==> config.mk <==
export PLATFORM = sky130hd
export DESIGN_NAME = negate_rr_sched
export DESIGN_NICKNAME = d
export VERILOG_FILES = /design/src/rtl/negate_rr_sched.sv
export SDC_FILE = /design/constraint.sdc
export NUM_CORES = 1
export LEC_CHECK = 0
export CORE_MARGIN = 5
export CORE_UTILIZATION = 40
export CTS_CLUSTER_DIAMETER = 120
export DETAILED_ROUTE_END_ITERATION = 7
export PLACE_DENSITY = 0.67
export SYNTH_ARGS = -nofsm -noshare
export SYNTH_HDL_FRONTEND = slang
export SYNTH_SLANG_ARGS = --single-unit
==> constraint.sdc <==
create_clock -name clk -period 2.9 [get_ports clk]
set_input_delay 0.725 -clock clk [delete_from_list [all_inputs] [get_ports clk]]
set_output_delay 0.725 -clock clk [all_outputs]
set_load 0.1 [all_outputs]
==> src/rtl/negate_rr_sched.sv <==
`default_nettype none
// ============================================================================
//  Module      : negate_rr_sched
//  Description : Round-robin scheduler sharing one registered bitwise-inversion
//                datapath among NREQ valid/ready requesters. The winner's
//                inverted vector and index are held in a result register
//                under downstream backpressure.
//  Revision    : 1.0 - initial release
// ============================================================================
module negate_rr_sched #(
    parameter int  NREQ  = 4,
    parameter int  width = 1,
    parameter type DTYPE = logic,
    localparam int IDW   = (NREQ > 1) ? $clog2(NREQ) : 1,
    localparam int DW    = $bits(DTYPE) * width
) (
    input  logic                       clk,
    input  logic                       rst,
    input  logic [NREQ-1:0]            req_valid,
    input  DTYPE [NREQ-1:0][width-1:0] req_data,
    output logic [NREQ-1:0]            req_ready,
    output logic                       rsp_valid,
    input  logic                       rsp_ready,
    output DTYPE [width-1:0]           rsp_data,
    output logic [IDW-1:0]             rsp_id,
    output logic [15:0]                done_count
);

    logic             r_rsp_valid;
    logic [DW-1:0]    r_rsp_data;
    logic [IDW-1:0]   r_rsp_id;
    logic [IDW-1:0]   r_ptr;
    logic [15:0]      r_done_count;

    logic             w_free;
    logic             w_any;
    logic             w_accept;
    logic             w_consume;
    logic [IDW-1:0]   w_winner;
    logic [DW-1:0]    w_inv;
    int               w_idx;

    // The slot can take a new result when empty or being drained this cycle.
    assign w_free    = !r_rsp_valid || rsp_ready;
    assign w_consume = r_rsp_valid && rsp_ready;
    assign w_accept  = w_free && w_any && !rst;
    assign w_inv     = ~req_data[w_winner];

    // Rotating priority scan: iterate from the farthest offset back to ptr so
    // the valid requester closest to ptr (in wrap order) is the final winner.
    always_comb begin
        w_winner = '0;
        w_any    = 1'b0;
        w_idx    = 0;
        for (int k = NREQ - 1; k >= 0; k--) begin
            w_idx = int'(r_ptr) + k;
            if (w_idx >= NREQ) begin
                w_idx = w_idx - NREQ;
            end
            if (req_valid[w_idx]) begin
                w_winner = IDW'(w_idx);
                w_any    = 1'b1;
            end
        end
    end

    // One-hot grant to the winner, only when the result slot can take it.
    always_comb begin
        req_ready = '0;
        if (w_accept) begin
            req_ready[w_winner] = 1'b1;
        end
    end

    // Result register and round-robin pointer; accept overrides consume so a
    // simultaneous drain and refill leaves no bubble.
    always_ff @(posedge clk or posedge rst) begin
        if (rst) begin
            r_rsp_valid <= 1'b0;
            r_rsp_data  <= '0;
            r_rsp_id    <= '0;
            r_ptr       <= '0;
        end else if (w_accept) begin
            r_rsp_valid <= 1'b1;
            r_rsp_data  <= w_inv;
            r_rsp_id    <= w_winner;
            r_ptr       <= (w_winner == IDW'(NREQ - 1)) ? '0 : w_winner + 1'b1;
        end else if (w_consume) begin
            r_rsp_valid <= 1'b0;
        end
    end

    // Saturating count of responses handed downstream.
    always_ff @(posedge clk or posedge rst) begin
        if (rst) begin
            r_done_count <= '0;
        end else if (w_consume && (r_done_count != 16'hFFFF)) begin
            r_done_count <= r_done_count + 16'd1;
        end
    end

    assign rsp_valid  = r_rsp_valid;
    assign rsp_data   = r_rsp_data;
    assign rsp_id     = r_rsp_id;
    assign done_count = r_done_count;

endmodule
`default_nettype wire

==> flow_metrics.tcl <==
set metrics [dict create \
    status "finished clean" \
    grt_pass1_wl_mm 4.72 \
    fmax_ghz 0.350 \
    ios 35 \
    fp.coreArea_um2 2980 \
    setup_violations 0 \
    rsz0062_at_grt "no" \
    viasPerCell 5.31 \
    p_seq_share_pct 27.4 \
    worstSkewPairLatency_ns 0.31 \
    syn-num-nets 129 \
    drc 0 \
    p_clk_share_pct 13.7 \
    top_usage_layer "met2" \
    p_int_w 0.000829 \
    clk_pin_slew_ns 0.13 \
    drtPass1Iterations 4 \
    synth_cells 113 \
    cts_buffers 3 \
    grt_util_met2_pct 24.9 \
    setup_ws_ns 0.0401 \
    maxCapViolations 0 \
    hold_viol_final 0 \
    grt_max_degree 23 \
    combPwrFrac_pct 58.8 \
    worst-path-max-fanout 5 \
    numPortBuffers 34 \
    root_buffer "clkbuf_4" \
    async_flop_share_pct 100 \
    die_w_um 64.9 \
    rows 20 \
    nets 184 \
    synth_ff_type "dfrtp_1" \
    period_minus_slack_ns 2.86 \
    worst_setup_path_start_kind "input port" \
    power_switching_w 0.000874 \
    final_layout_size_suffix_gt1_share_pct 44.9 \
    place_ws_ns -0.457 \
    first_iter_violations 54 \
    antenna_found_initial 0 \
    h-tree-depth 1 \
    grt.met3_usage_pct 3.12 \
    finalSetupTns_ns 0 \
    fin_crit_sh_pct 98.6 \
    max_slew.worst_pin.slew_ns 0.805 \
    hold-path-cell-count 1 \
    met1_usage_pct 17.9 \
    cts_tree "done" \
    grt_use_total_pct 14.5 \
    p_sw_share_pct 51.3 \
    place_inst 192 \
    synth.top_cell.area_share_pct 45.6 \
    grt_pass1_vias 987 \
    synthDistinctLibCells 34 \
    worstSetupPathType "in2out" \
    drv_slew 0 \
    ant_nets 0 \
    power_leakage_nw 0.865 \
    hp-class "reg2reg" \
    ys_ff_latch 22 \
    avgSynthCellArea_um2 10.7 \
    ys_top_cells_by_area "dfrtp_1 46%, ha_1 5.2%, xnor2_1 5.1%" \
    slew_headroom_pct 46.2 \
    grt_overflow_total 0 \
    synth.cell_area_um2 1210 \
    place_congestion 0.838 \
    worstSetupEndpointType "primary output" \
    clock_skew_ns 0.00739 \
    die_h_um 64.9 \
    dp_hpwl_mm 2.15 \
    vdd_drop_max_mv 0.521 \
    fin_cells 200 \
    clock_sinks 22 \
    final_util_pct 60.5 \
    wl_mm 2.91 \
    rr_worst_depth 6 \
    synth_edf_count 0 \
    clock_path_buffers 2 \
    cp.arrival_ns 2.13 \
    dieArea_um2 4220 \
    cp.required_ns 2.17 \
    antenna_cells 0 \
    yosysSeqAreaShare_pct 45.6 \
    start_util_pct 40.5 \
    yosys_warnings 0 \
    yosysTopAreaCell "dfrtp_1" \
    layout-area-overhead-vs-synth_pct 49.3 \
    vias 1061 \
    holdBufCountCts 0 \
    power_density_nw_per_um2 945 \
    drt-wirelength-per-cell_um 14.5 \
]
[placed cells by master, fill, tap and decap left out, types with 2 or more instances in the layout]
cell type        netlist  layout
buf_4                  0      36
dfrtp_1               22      22
nand3_1                9       9
xor2_1                 7       7
xnor2_1                7       7
nor2_1                 6       6
clkdlybuf4s50_1        0       6
nand2_1                6       5
nand4_1                4       4
nand2b_1               4       4
mux2_2                 4       4
buf_12                 0       4
o21ai_0                3       3
and2_4                 0       3
clkbuf_4               0       3
and2_2                 1       2
and4_1                 2       2
and3_1                 2       2
nor4_1                 2       2
nor2b_4                0       2
nand4b_1               2       2
a21oi_1                2       2
inv_1                  4       2
nor3_1                 2       2
ha_1                   5       2
ha_2                   0       2
buf_2                  1       2
clkbuf_2               0       2
[layer usage]
layer / up-vias / part of all wire, %
met5: - / 0
met4: 0 / 1.1
met3: 6 / 5.1
li1: 506 / -
met1: 510 / 41
met2: 39 / 52
[cell families after synthesis]
group,after synthesis,share of synthesized area [%]
buf+inv,5,1.66
mux,5,4.56
simple gates,53,27.5
compound gates,9,5.39
flops,22,45.6
xor+xnor,14,10.2
fa+ha+maj,5,5.18
[repair_timing]
action                     in CTS  in global routing
buffers inserted                4                  0
gates resized for setup        29                  7
setup endpoints to repair       4                  4
pin swaps                       4                  3
[stage by stage]
| stage | power [W] | instance area [µm²] | hold slack (ns) |
|---|---|---|---|
| floorplan | 0.00113 | 1210 | 0.526 |
| global placement | 0.00138 | 1680 | 0.474 |
| detailed placement | 0.00139 | 1680 | 0.498 |
| CTS | 0.00170 | 1810 | 0.519 |
| global route | 0.00179 | 1800 | 0.543 |
| finish | 0.00170 | 1800 | 0.514 |
[worst paths after layout]
path / startpoint / endpoint / slack (ns)
worst max-delay path: rsp_ready / req_ready[3] / 0.04
worst min-delay path: done_count[6] / done_count[6] / 0.51
worst max register to register: done_count[0] / done_count[6] / 1.12
worst min register to register: done_count[6] / done_count[6] / 0.51
max in group asynchronous: rst / r_ptr[1] / 1.47
min in group asynchronous: rst / done_count[2] / 0.93
[layout make-up]
class	count	area, µm²
clock buffer	3	22.5
clock inverter	1	30.0
fill	252	1170
inverter	4	17.5
multi-input combinational	86	699
sequential	22	551
tap	33	41.3
timing repair buffer	51	442
[synth_stat cells (all sizes together), types with 4 or more instances]
library cell and number:
xor2 7, nand2b 4, mux2 4, inv 4
and2 5, nand4 4, nand3 9, dfrtp 22
nor2 6, ha 5, nand2 6, xnor2 7
[power by group through the flow]
stage / Combinational [W] / Sequential, W / Clock (W)
finish: 0.00100 / 0.000468 / 0.000234
global route: 0.00105 / 0.000481 / 0.000254
CTS: 0.00100 / 0.000465 / 0.000239
detailed placement: 0.000926 / 0.000468 / 0
global placement: 0.000917 / 0.000466 / 0
floorplan: 0.000253 / 0.000876 / 0
[flip-flops by register name, indices dropped and copies added, names as in the netlist]
name,count
rsp_data,1
rsp_id,2
r_ptr,2
rsp_valid,1
done_count,16
[worst max-delay path, stage by stage]
cell and delay [ns]:
clkdlybuf4s50_1 0.47, nand2b_1 0.11, nor3b_2 0.40, and2_2 0.25
buf_12 0.17
(Power assumes the default switching activity.)
